`src/rtl/alu_result_serializer.sv`:
```
// alu_result_serializer: buffers ALU results in a small FIFO and streams each
// one as two bytes (low byte first) over a valid/ready byte interface.
// Results that arrive while the FIFO is full are dropped; a drop sets a
// sticky overflow flag.
module alu_result_serializer #(
  parameter int DATA_WIDTH = 8,
  parameter int DEPTH      = 4
) (
  input  logic                      clk,
  input  logic                      rst_n,
  input  logic [2*DATA_WIDTH-1:0]   alu_out_i,
  input  logic                      out_valid_i,
  output logic [DATA_WIDTH-1:0]     tx_data_o,
  output logic                      tx_valid_o,
  input  logic                      tx_ready_i,
  output logic [$clog2(DEPTH):0]    count_o,
  output logic                      busy_o,
  output logic                      ovf_o,
  input  logic                      ovf_clr_i
);

  localparam int AW = $clog2(DEPTH);
  localparam int CW = AW + 1;

  typedef enum logic [1:0] {IDLE = 2'd0, LO = 2'd1, HI = 2'd2} state_t;

  logic [2*DATA_WIDTH-1:0] mem_q [DEPTH];
  logic [AW-1:0]           wr_ptr_q, wr_ptr_d, rd_ptr_q, rd_ptr_d;
  logic [CW-1:0]           count_q, count_d;
  logic                    ovf_q, ovf_d;
  state_t                  state_q;
  logic [DATA_WIDTH-1:0]   tx_data_q;
  // Only the upper byte of the popped result is still needed once the low
  // byte is on tx_data, so that is all the hold register keeps.
  logic [DATA_WIDTH-1:0]   hold_q;
  logic                    tx_valid_q;
  logic                    pop, push, drop;
  logic [2*DATA_WIDTH-1:0] head;

  assign head = mem_q[rd_ptr_q];

  // Push/pop decisions and next-state for pointers, occupancy and overflow.
  // A full FIFO still accepts a push when the serializer pops on that edge
  // (the write lands in the slot being vacated; the read sees the old data).
  always_comb begin
    pop      = (count_q != '0) &&
               ((state_q == IDLE) || ((state_q == HI) && tx_ready_i));
    push     = out_valid_i && ((count_q != CW'(DEPTH)) || pop);
    drop     = out_valid_i && !push;
    wr_ptr_d = push ? wr_ptr_q + AW'(1) : wr_ptr_q;
    rd_ptr_d = pop  ? rd_ptr_q + AW'(1) : rd_ptr_q;
    count_d  = count_q + CW'(push) - CW'(pop);
    // A drop on the same edge as a clear keeps the flag set.
    ovf_d    = drop | (ovf_q & ~ovf_clr_i);
  end

  // FIFO storage; contents are don't-care until written, so no reset.
  always_ff @(posedge clk) begin
    if (push) mem_q[wr_ptr_q] <= alu_out_i;
  end

  // FIFO pointers, occupancy and sticky overflow flag.
  always_ff @(posedge clk or negedge rst_n) begin
    if (!rst_n) begin
      wr_ptr_q <= '0;
      rd_ptr_q <= '0;
      count_q  <= '0;
      ovf_q    <= 1'b0;
    end else begin
      wr_ptr_q <= wr_ptr_d;
      rd_ptr_q <= rd_ptr_d;
      count_q  <= count_d;
      ovf_q    <= ovf_d;
    end
  end

  // Serializer FSM: IDLE -> LO (low byte shown) -> HI (high byte shown),
  // chaining straight from HI to LO when another result is waiting.
  always_ff @(posedge clk or negedge rst_n) begin
    if (!rst_n) begin
      state_q    <= IDLE;
      tx_data_q  <= '0;
      tx_valid_q <= 1'b0;
      hold_q     <= '0;
    end else begin
      case (state_q)
        IDLE: begin
          if (pop) begin
            hold_q     <= head[2*DATA_WIDTH-1:DATA_WIDTH];
            tx_data_q  <= head[DATA_WIDTH-1:0];
            tx_valid_q <= 1'b1;
            state_q    <= LO;
          end
        end
        LO: begin
          if (tx_ready_i) begin
            tx_data_q <= hold_q;
            state_q   <= HI;
          end
        end
        HI: begin
          if (tx_ready_i) begin
            if (pop) begin
              hold_q    <= head[2*DATA_WIDTH-1:DATA_WIDTH];
              tx_data_q <= head[DATA_WIDTH-1:0];
              state_q   <= LO;
            end else begin
              tx_valid_q <= 1'b0;
              state_q    <= IDLE;
            end
          end
        end
        default: begin
          tx_valid_q <= 1'b0;
          state_q    <= IDLE;
        end
      endcase
    end
  end

  assign tx_data_o  = tx_data_q;
  assign tx_valid_o = tx_valid_q;
  assign count_o    = count_q;
  assign ovf_o      = ovf_q;
  assign busy_o     = (count_q != '0) || (state_q != IDLE);

endmodule

```
`config.mk`:
```
export PLATFORM = sky130hd
export DESIGN_NAME = alu_result_serializer
export DESIGN_NICKNAME = d
export VERILOG_FILES = /design/src/rtl/alu_result_serializer.sv
export SDC_FILE = /design/constraint.sdc
export NUM_CORES = 1
export LEC_CHECK = 0
export BUFFER_PORTS_ARGS = -buffer_cell sky130_fd_sc_hd__buf_4
export CAP_MARGIN = 20
export CELL_PAD_IN_SITES_DETAIL_PLACEMENT = 0
export CELL_PAD_IN_SITES_GLOBAL_PLACEMENT = 1
export CORE_MARGIN = 4
export CORE_UTILIZATION = 30
export DETAILED_ROUTE_END_ITERATION = 6
export PLACE_DENSITY = 0.57
export RECOVER_POWER = 50
export SYNTH_ARGS = -nofsm -noshare
export SYNTH_HDL_FRONTEND = slang
export SYNTH_SLANG_ARGS = --single-unit
```
`constraint.sdc`:
```
create_clock -name clk -period 3.39 [get_ports clk]
set_input_delay 1.017 -clock clk [delete_from_list [all_inputs] [get_ports clk]]
set_output_delay 1.017 -clock clk [all_outputs]
set_load 0.01 [all_outputs]
```
==> results.tsv <==
metric	value	unit
initial antenna violation count	0	
Clk pwr share	22.9	%
max_slew headroom	-0.810	%
Final Hold Slack	481	ps
Critical Path AT	3100	ps
maximum clock rate	0.346	GHz
initial cell density of the core	30.8	%
Mean Syn Cell Area	15.1	um^2
# setup viols final	0	
Placer Congestion	0.696	
Hold Vio Cnt, Final	0	
Pint	2.59	mW
Worst VDD drop	0.000328	V
failing checks	capacitance limit, slew limit	
CTS tree	done	
most frequent cells in the layout	64 x edfxtp_1, 35 x nand2_1, 27 x dfrtp_1, 22 x clkbuf_1, 21 x buf_4	
number of synthesis warnings	0	
most common cell after layout, fill and taps aside	edfxtp_1	
Cells after Synth	247	
DP HPWL	4650	um
Clock Pin Slew Worst Setup and Hold Paths	60	ps
sw frac	34.1	%
clk_skew	5.68	ps
Global Route Usage Sum	11.2	%
largest net degree at the start of global routing	28	
Die H	120	um
CP max stage cell	or3_1	
Post-synth EDFFs	64	
Worst Path Max Fanout	18	
CTS Hold Buffers Added	0	
MaxCap Viol Count	1	
required time of the critical path	3600	ps
die area	14300	um^2
Clock Sink Count	91	
Core ar.	12100	um^2
Top FF cell, synth	edfxtp_1	
actual slew at the worst max-slew pin	1510	ps
input/output buffers	34	
Seq/Total Area, Yosys	69.6	%
Site Rows	40	
post-route ant nets	0	
layout cell share with drive strength beyond 1	15.7	%
dpl cells	445	
CTS H-Tree Depth	3	
first-pass GRT wire length	12200	um
root buf cell	clkbuf_16	
drt drc	0	
FF+latch count, synth	91	
DR vias	2020	
synthesis-to-layout area growth	16.5	%
Post-CTS Resized	0	
fin cells	461	
Min Clock Period, post-route	2890	ps
Setup TNS	0	ps
status	complete, but fails checks	
Setup crit start kind	input port	
diodes inserted	0	
Synth cell types	33	
Total Wirelength	7380	um
Max Root-Sink Buffers	2	
Post-synth ARST share	29.7	%
vias in the first global route	2135	
vias per inst	4.38	
grt ovf	0	
Setup Fix Bufs, Post-CTS	0	
Crit Path Category	input port to register	
Clock Latency Late Sink	330	ps
post-layout power	3.93	mW
share of power burned in registers	45.7	%
fin crit share	85.2	%
# IOs	35	
CP peak stage delay	440	ps
Die Span X	120	um
Num CTS Buffers	9	
wire length per cell	16.0	um
worst path cell trace	clkbuf_1 -> nor2b_1 -> or3_1 -> inv_6 -> ha_1 -> inv_1 -> ha_1 -> inv_1 -> fa_1 -> xnor2_1 -> xnor2_1	
RSZ-0062 raised after global routing	no	
syn_nets	275	
DRT Pass-1 Iters	4	
Setup crit end kind	register	
fin. max-slew vios	28	
Net Sw Power	1.34	mW
mapped cell area	3730	um^2
DR iter-0 viols	181	
PD cells	904	nW/um^2
combinational share of power	31.4	%
Pleak	1.64	nW
filler instances	1192	
Final nets	316	
Hold Crit Class	register to register	
## critical path: cells and delay by family
| family | cells | cell delay [ps] |
|---|---|---|
| buf+inv | 4 | 510 |
| xor+xnor | 2 | 260 |
| fa+ha+maj | 3 | 750 |
| simple gates | 2 | 560 |
## cell usage after synthesis, types with 5 or more instances
library cell	count	share of area, %
nand3_1	16	2.1
edfxtp_1	64	52
ha_1	6	2.0
inv_1	8	0.81
dfrtp_1	27	18
xnor2_1	5	1.2
nor3b_1	8	1.6
nor3_1	8	1.1
mux4_2	8	4.8
mux2i_1	16	4.3
nand2_1	35	3.5
o22ai_1	8	1.3
## registers in the layout, indices dropped and copies added, names as in the netlist
signal,flops
mem_q,64
hold_q,8
tx_data_o,8
count_o,3
rd_ptr_q,2
state_q,2
wr_ptr_q,2
ovf_o,1
tx_valid_o,1
## per-layer routing
| layer | global-route usage, % | vias to the layer above | wire [um] |
|---|---|---|---|
| met4 | 3.22 | 0 | 73 |
| met1 | 15.3 | 991 | 3600 |
| li1 | - | 987 | - |
| met2 | 17.4 | 37 | 3510 |
| met3 | 3.06 | 5 | 205 |
| met5 | 0 | - | 0 |
## cell type report
class | count | area (um^2) | area share (%)
Sequential cell | 91 | 2600 | 59.8
Multi-Input combinational cell | 135 | 992 | 22.8
Clock inverter | 6 | 42.5 | 0.979
Timing Repair Buffer | 42 | 236 | 5.44
Inverter | 9 | 38.8 | 0.892
Tap cell | 168 | 210 | 4.84
Clock buffer | 10 | 229 | 5.27
## power groups by stage
stage | registers, mW | logic (mW) | clock network [mW]
finish | 1.80 | 1.23 | 0.900
global route | 1.85 | 1.39 | 0.980
CTS | 1.81 | 1.29 | 0.935
detailed placement | 1.83 | 1.28 | 0
global placement | 1.83 | 1.27 | 0
floorplan | 1.71 | 0.993 | 0
## per-stage QoR
stage / area (um^2) / utilization, % / worst slack (ps)
2_1_floorplan: 3730 / - / 462
3_3_place_gp: 4160 / 34.3 / 351
3_5_place_dp: 4160 / 34.3 / 323
4_1_cts: 4430 / 36.6 / 664
5_1_grt: 4350 / 35.9 / 364
6_report: 4350 / 35.9 / 503
## final timing paths
kind | slack (ps) | endpoint | start | cells after the start
setup / recovery | 500 | count_o[2]$_DFF_PN0_ | tx_ready_i | 11
hold reg to reg | 480 | hold_q[6]$_DFFE_PN0P_ | hold_q[6]$_DFFE_PN0P_ | 2
max in group asynchronous | 1460 | hold_q[7]$_DFFE_PN0P_ | rst_n | 1
min in group asynchronous | 1040 | wr_ptr_q[0]$_DFFE_PN0P_ | rst_n | 1
hold / removal | 480 | hold_q[6]$_DFFE_PN0P_ | hold_q[6]$_DFFE_PN0P_ | 2
setup reg to reg | 940 | count_o[2]$_DFF_PN0_ | state_q[1]$_DFFE_PN0P_ | 10
## kinds of logic after synthesis
logic type	count (synthesis)	share of synthesized area, %
buf+inv	21	3.62
xor+xnor	5	1.17
fa+ha+maj	7	2.55
mux	24	9.12
flops	91	69.6
compound gates	14	2.48
simple gates	85	11.4
Note: power is estimated with default switching activity, not from simulation.
